**config.mk**
```make
export PLATFORM = sky130hd
export DESIGN_NAME = spi_cmd_decoder
export DESIGN_NICKNAME = d
export VERILOG_FILES = /design/src/rtl/spi_cmd_pkg.sv /design/src/rtl/spi_cmd_sync.sv /design/src/rtl/spi_cmd_decoder.sv
export SDC_FILE = /design/constraint.sdc
export NUM_CORES = 1
export LEC_CHECK = 0
export CELL_PAD_IN_SITES_DETAIL_PLACEMENT = 0
export CELL_PAD_IN_SITES_GLOBAL_PLACEMENT = 2
export CORE_MARGIN = 8
export CORE_UTILIZATION = 31
export DETAILED_ROUTE_END_ITERATION = 6
export PLACE_DENSITY_LB_ADDON = 0.1
export SYNTH_ARGS = -nofsm -noshare
export SYNTH_HDL_FRONTEND = slang
export SYNTH_SLANG_ARGS = --single-unit
```
**constraint.sdc**
```tcl
create_clock -name clk -period 2.5 [get_ports clk]
set_input_delay 0.375 -clock clk [delete_from_list [all_inputs] [get_ports clk]]
set_output_delay 0.375 -clock clk [all_outputs]
set_load 0.1 [all_outputs]
```
**src/rtl/spi_cmd_pkg.sv**
```systemverilog
// Shared types and constants for the SPI command decoder.
package spi_cmd_pkg;

   typedef enum logic [2:0] {
      StIdle,
      StCmd,
      StWrData,
      StRdFetch,
      StRdWait,
      StRdSend,
      StDone
   } state_e;

   localparam int unsigned CMD_RD_BIT = 7;
   localparam logic [7:0]  FILL_BYTE  = 8'hFF;
   localparam int unsigned RD_LAT_MAX = 3;

endpackage

```
**src/rtl/spi_cmd_sync.sv**
```systemverilog
// Two-flop synchroniser for the raw chip select, with one-cycle edge pulses.
// Resets to 1 so a held-low select after reset still produces a frame start.
module spi_cmd_sync (
   input  logic clk,
   input  logic reset,
   input  logic ssel_n,
   output logic ssel_rise,
   output logic ssel_fall
);

   logic meta_q;
   logic sync_q;
   logic prev_q;

   // Synchronise and keep the previous synchronised value for edge detection
   always_ff @(posedge clk or posedge reset) begin
      if (reset) begin
         meta_q <= 1'b1;
         sync_q <= 1'b1;
         prev_q <= 1'b1;
      end else begin
         meta_q <= ssel_n;
         sync_q <= meta_q;
         prev_q <= sync_q;
      end
   end

   assign ssel_rise = sync_q & ~prev_q;
   assign ssel_fall = ~sync_q & prev_q;

endmodule

```
**src/rtl/spi_cmd_decoder.sv**
```systemverilog
// Turns the byte stream of one SSEL frame into register-bus reads/writes.
// Frame: cmd byte {rw, addr} then data bytes; read data is returned via byte_send.
// Optional feature: define SPI_CMD_AUTOINC_EN for unlimited address-incrementing bursts;
// without it a frame carries one data byte and further reads return the fill byte.
module spi_cmd_decoder
   import spi_cmd_pkg::*;
#(
   parameter int unsigned ADDR_W = 7,
   parameter int unsigned RD_LAT = 1
) (
   input  logic              clk,
   input  logic              reset,
   input  logic              ssel_n,
   input  logic              byte_received,
   input  logic [7:0]        byte_received_data,
   output logic              byte_send,
   output logic [7:0]        byte_send_data,
   output logic [ADDR_W-1:0] reg_addr,
   output logic              reg_wr,
   output logic [7:0]        reg_wdata,
   output logic              reg_rd,
   input  logic [7:0]        reg_rdata,
   output logic              busy,
   output logic              overrun
);

   // Wait counter compares against this; capture lands RD_LAT+1 cycles after reg_rd.
   localparam logic [1:0] LAT_LAST = 2'(RD_LAT);

   state_e            state_q;
   logic [ADDR_W-1:0] addr_q;
   logic [1:0]        lat_q;
   logic              frame_start;
   logic              frame_end;

   spi_cmd_sync u_sync (
      .clk       (clk),
      .reset     (reset),
      .ssel_n    (ssel_n),
      .ssel_rise (frame_end),
      .ssel_fall (frame_start)
   );

   assign busy = (state_q != StIdle);

   // Frame FSM with registered bus strobes and send-side outputs
   always_ff @(posedge clk or posedge reset) begin
      if (reset) begin
         state_q        <= StIdle;
         addr_q         <= '0;
         lat_q          <= '0;
         reg_addr       <= '0;
         reg_wr         <= 1'b0;
         reg_wdata      <= 8'h00;
         reg_rd         <= 1'b0;
         byte_send      <= 1'b0;
         byte_send_data <= 8'h00;
         overrun        <= 1'b0;
      end else begin
         reg_wr <= 1'b0;
         reg_rd <= 1'b0;
         // Frame end beats everything, including a byte arriving in the same cycle
         if (frame_end) begin
            state_q   <= StIdle;
            byte_send <= 1'b0;
         end else begin
            unique case (state_q)
               StIdle: begin
                  if (frame_start) begin
                     state_q <= StCmd;
                     overrun <= 1'b0;
                  end
               end
               StCmd: begin
                  if (byte_received) begin
                     addr_q  <= byte_received_data[ADDR_W-1:0];
                     state_q <= byte_received_data[CMD_RD_BIT] ? StRdFetch : StWrData;
                  end
               end
               StWrData: begin
                  if (byte_received) begin
                     reg_wr    <= 1'b1;
                     reg_addr  <= addr_q;
                     reg_wdata <= byte_received_data;
`ifdef SPI_CMD_AUTOINC_EN
                     addr_q    <= addr_q + 1'b1;
`else
                     state_q        <= StDone;
                     byte_send      <= 1'b1;
                     byte_send_data <= FILL_BYTE;
`endif
                  end
               end
               StRdFetch: begin
                  if (byte_received) overrun <= 1'b1;
                  reg_rd   <= 1'b1;
                  reg_addr <= addr_q;
                  lat_q    <= '0;
                  state_q  <= StRdWait;
               end
               StRdWait: begin
                  // Bytes arriving before the read data is ready are dropped
                  if (byte_received) overrun <= 1'b1;
                  if (lat_q == LAT_LAST) begin
                     byte_send_data <= reg_rdata;
                     byte_send      <= 1'b1;
                     state_q        <= StRdSend;
                  end else begin
                     lat_q <= lat_q + 2'd1;
                  end
               end
               StRdSend: begin
                  if (byte_received) begin
`ifdef SPI_CMD_AUTOINC_EN
                     byte_send <= 1'b0;
                     addr_q    <= addr_q + 1'b1;
                     state_q   <= StRdFetch;
`else
                     // Straight into the fill byte for any further clocks
                     byte_send      <= 1'b1;
                     byte_send_data <= FILL_BYTE;
                     state_q        <= StDone;
`endif
                  end
               end
               StDone: begin
                  byte_send      <= 1'b1;
                  byte_send_data <= FILL_BYTE;
               end
               default: state_q <= StIdle;
            endcase
         end
      end
   end

endmodule

```
**Word-level counts from Yosys, hierarchy flattened**

Cells that the tools add are included.

- ROM bits: 0
- Memories kept: 0
- Output and inout bits: 28
- Bits in writable memories: 0
- Bits in latches: 0
- Input port bits: 20
- Logic and storage cells: 79
- Bits in registers: 42

- Shift-type cells: 0
- Reductions and logical operators: 17
- Divide/modulo/power cells: 0
- Equal/unequal tests: 18
- Bitwise gates (word level): 5
- $lt $le $gt $ge: 0
- $add $sub $neg: 1
- Muxes and demuxes: 25
- Multiply operators: 0

Operators with widths:

| cell | number |
|---|---|
| one-hot mux 8 bit (3 select lines) | 1 |
| one-hot mux 3 bit (6 select lines) | 1 |
| two-way mux 8 bit | 2 |
| two-way mux 3 bit | 5 |
| AND reduction 3 bit | 5 |
| one-hot mux 7 bit (2 select lines) | 1 |
| two-way mux 1 bit | 10 |
| inequality test 2 bit, second input constant | 5 |
| equality test 3 bit, second input constant | 3 |
| inequality test 3 bit, second input constant | 3 |
| AND reduction 4 bit | 2 |
| two-way mux 7 bit | 1 |
| equality test 3 x 2 -> 1 bit, second input constant | 2 |
| nonzero test 2 bit | 3 |
| nonzero test 3 bit | 2 |
| AND reduction 5 bit | 1 |
| inequality test 2 x 1 -> 1 bit, second input constant | 2 |
| one-hot mux 2 bit (2 select lines) | 1 |
| nonzero test 4 bit | 1 |
| OR reduction 2 bit | 2 |
| equality test 3 x 1 -> 1 bit, second input constant | 1 |
| zero test 3 bit | 1 |
| inequality test 3 x 1 -> 1 bit, second input constant | 1 |
| inverter 1 bit | 3 |
| 6 further kinds | 7 |

**Longest topological paths before layout**

- Depth after elaboration: 5
- Depth in mapped cells: 6
- Mapped depth without buffers: 6

**Hierarchy**

From an unflattened synthesis, not the netlist that was laid out.

- Cell total of the unflattened synthesis: 136
- Area total of the unflattened synthesis: 1,834.3 um^2

Modules (own cells, without submodules):

| module | cells each | area an instance (um^2) | instances | sequential area each (um^2) |
|---|---|---|---|---|
| spi_cmd_decoder | 130 | 1,736.7 | 1 | 975.9 |
| spi_cmd_sync | 6 | 97.6 | 1 | 78.8 |

**Worst setup path after synthesis**

OpenSTA, ideal clock, no wires.

- Path kind: reg-to-reg
- Start: register u_sync.prev_q
- End: register reg_addr[0]
- Data required time: 2,375 ps
- Arrival: 1,752 ps
- Library setup time: 125 ps
- Stages on the path, launching flop included: 6
- Buffers on the path: 1
- Clock period less this slack: 1,878 ps
- Setup slack: 622 ps
- Cells stage by stage: dfstp_2 > inv_1 > ha_1 > clkbuf_1 > nor3_2 > mux2_2

- Longest elaborated chain between the ends: 4

RTL lines:

| what | RTL line | RTL |
|---|---|---|
| start, declared | spi_cmd_sync.sv:13 | `logic prev_q;` |
| start signal, assigned | spi_cmd_sync.sv:24 | `prev_q <= sync_q;` |
| inverter 1 bit | spi_cmd_sync.sv:28 | `assign ssel_rise = sync_q & ~prev_q;` |
| bitwise AND 1 bit | spi_cmd_sync.sv:28 |  |
| inverter 1 bit (no source line) | - |  |
| AND reduction 3 bit (no source line) | - |  |
| end signal, assigned | spi_cmd_decoder.sv:83 | `reg_addr <= addr_q;` |
| end signal, assigned | spi_cmd_decoder.sv:97 | `reg_addr <= addr_q;` |
| end, declared | spi_cmd_decoder.sv:18 | `output logic [ADDR_W-1:0] reg_addr,` |

Every way passes these cells.
A chain may end at the register's enable or synchronous reset.

**Worst setup path in the final report**

- Start: register u_sync.sync_q
- End: register addr_q[4]

- Longest elaborated chain between the ends: 3

RTL lines:

| what | RTL line | RTL |
|---|---|---|
| start, declared | spi_cmd_sync.sv:12 | `logic sync_q;` |
| start signal, assigned | spi_cmd_sync.sv:23 | `sync_q <= meta_q;` |
| bitwise AND 1 bit | spi_cmd_sync.sv:28 |  |
| inverter 1 bit (no source line) | - |  |
| AND reduction 3 bit (no source line) | - |  |
| end signal, assigned | spi_cmd_decoder.sv:76 | `addr_q <= byte_received_data[ADDR_W-1:0];` |
| end, declared | spi_cmd_decoder.sv:31 | `logic [ADDR_W-1:0] addr_q;` |

Every way passes these cells.

==> reports/metrics.yaml <==
global_route:
  grt_max_degree: 24
  grt_pass1_vias: 1270
  grt_overflow: 0
  grt_pass1_wl_um: 6380
  antenna_found_initial: 0
  track_usage: 0.0960
cts:
  cts_buffers: 5
  clk_latency_ps: 290
  cts-htree-levels: 2
  tritoncts: "built"
  clock_path_buffers: 2
  clock-sinks: 42
  cts_root_buffer: "clkbuf_8"
  clk_pin_slew_worst_paths_ps: 80
  cts-resized-gates: 0
  hold_buffers: 0
  post_cts.repair.setup_buffers: 0
placement:
  dp_hpwl_um: 2840
  routabilityCongestion: 0.741
  io_buffers: 47
die:
  start_util: 0.317
  row_count: 27
  chipHeight_um: 90.8
  core-area_um2: 5470
  fp.dieW_um: 90.8
  ios: 48
  dieArea_um2: 8250
logic_synthesis:
  synth_cells: 130
  syn_area_um2: 1740
  mappedNetlistNets: 153
  ys_warn_count: 0
  synth_top_area_frac: 0.562
  ys_types: 31
  synth-seq-cells: 42
  avgSynthCellArea_um2: 13.3
  yosys.area.top_type: "dfrtp_1"
  synth_area_leaders: "dfrtp_1 (56%), mux2_2 (14%), dfstp_2 (4.5%), o22a_1 (4.5%), ha_1 (2.2%)"
  ys_seq_area_frac: 0.608
hold_path:
  hold_class: "flip-flop to flip-flop"
  hold_start: "u_sync.meta_q$_DFF_PP1_"
setup_path:
  cp.required_ps: 2680
  crit_fanout: 12
  crit_arrival_ps: 2080
  criticalPathCategory: "flip-flop to flip-flop"
  critPathLaunchType: "flip-flop"
  crit_path_end_kind: "flip-flop"
  timing.rr.start: "u_sync.sync_q$_DFF_PP1_"
  cp-startpoint: "u_sync.sync_q$_DFF_PP1_"
sta:
  hold_viol_final: 0
  max_slew.worst_pin.slew_ps: 528
  min_period_ps: 1900
  finalCritPeriodShare: 0.760
  relSlewSlack: 0.648
  finClkSkew_ps: 6.08
  rsz0062_at_grt: "false"
  slew_viol_final: 0
  fmax_mhz: 527
  setup_tns_ps: 0
  whs_ps: 362
  setup_viol: 0
drt:
  wl_per_cell_um: 14.8
  firstDrtPassIters: 6
  antenna_left: 0
  drc: 0
  via_per_inst: 4.56
  num_vias: 1164
  wirelength_um: 3790
  drtIter0Drc: 48
status:
  outcome: "finished clean"
layout:
  fill_cells: 528
  fin_nets: 205
  synthToLayoutAreaGrowth_pct: 33.6
  antenna_cells: 0
  layout-drive-gt1-share: 0.377
flow_run:
  cap_violations: 0
==> sequential cells by signal, indices dropped and copies added (netlist names) <==
register / cells
u_sync.meta_q: 1
state_q: 3
reg_addr: 7
reg_wr: 1
reg_wdata: 8
u_sync.sync_q: 1
lat_q: 2
overrun: 1
byte_send_data: 8
u_sync.prev_q: 1
addr_q: 7
byte_send: 1
reg_rd: 1
==> final cells by class <==
cell class / count / area, µm² / area share
Sequential cell: 42 / 1050 / 0.455
Multi-Input combinational cell: 75 / 623 / 0.269
Timing Repair Buffer: 51 / 430 / 0.186
Tap cell: 72 / 90.1 / 0.0389
Clock buffer: 5 / 68.8 / 0.0297
Inverter: 7 / 26.3 / 0.0113
Clock inverter: 3 / 25.0 / 0.0108
==> cell usage after synthesis <==
cell	count
mux2_2	22
a21o_1	1
nand2b_1	2
nor2_1	6
nand4bb_1	1
nand3b_1	1
o22ai_1	2
nor4_4	1
clkbuf_1	3
dfrtp_1	39
nand2_2	1
inv_1	7
nor3_2	1
buf_4	2
mux2i_1	2
or3b_1	1
a31oi_1	1
nand2_1	4
or4_1	1
o21ai_1	1
dfstp_2	3
ha_1	3
a21oi_2	1
nand4_1	1
o21ai_0	3
o22a_1	9
buf_2	1
a21oi_1	6
nor3_1	2
or3_1	1
and3b_1	1
==> logic make-up after synthesis <==
kind of cell / share of synthesized area
fa+ha+maj: 0.0216
compound gates: 0.0945
simple gates: 0.0887
buf+inv: 0.0332
mux: 0.154
flops: 0.608
==> placed cells by master (no fill, tap or decap) <==
cell             count
a21oi_1              6
a31oi_1              1
dfrtp_1             39
nand4bb_1            1
clkdlybuf4s50_1     19
a21oi_2              1
o21ai_0              3
mux2_2              22
or4_1                1
o21ai_1              1
clkinv_4             1
nor3_1               2
a21o_1               1
or3b_1               1
clkinvlp_4           1
and3b_1              1
clkbuf_8             5
nand2_2              1
or3_1                1
buf_4               32
ha_1                 3
nand4_1              1
nand2b_1             2
nor3_2               1
nor4_4               1
nand2_1              4
inv_1                7
dfstp_2              3
inv_6                1
nand3b_1             1
o22ai_1              2
nor2_1               6
o22a_1               9
mux2i_1              2
==> final timing paths <==
| path | cells after the start | slack [ps] | endpoint |
|---|---|---|---|
| max | 4 | 600 | addr_q[4]$_DFFE_PP0P_ |
| min | 0 | 360 | u_sync.sync_q$_DFF_PP1_ |
| max reg2reg | 4 | 600 | addr_q[4]$_DFFE_PP0P_ |
| min reg2reg | 0 | 360 | u_sync.sync_q$_DFF_PP1_ |
| max in group asynchronous | 3 | 1800 | u_sync.sync_q$_DFF_PP1_ |
| min in group asynchronous | 3 | 430 | state_q[2]$_DFFE_PP0P_ |
==> layer usage <==
metal,GRT usage,up-vias,part of all wire
met3,0.0399,2,0.063
met2,0.163,31,0.51
met4,0.0327,0,0.0069
met1,0.105,571,0.42
met5,0,-,0
li1,-,560,-
==> metrics by stage <==
| step | instances | setup slack, ps | cell area, µm² | utilization |
|---|---|---|---|---|
| 3_3_place_gp | 247 | 541 | 2220 | 0.406 |
| 5_1_grt | 255 | 456 | 2320 | 0.424 |
| 3_5_place_dp | 247 | 525 | 2220 | 0.406 |
| 2_1_floorplan | 130 | 622 | 1740 | - |
| 4_1_cts | 255 | 570 | 2320 | 0.424 |
| 6_report | 255 | 601 | 2320 | 0.424 |
==> worst max-delay path: stages (launching register included) <==
cell and delay, ps:
dfstp_2 550, ha_1 480, nor2_1 70, nand2_1 300, mux2_2 380
Power is not shown: default switching activity piles up to over one toggle a cycle in this logic, so the estimate is an artifact.
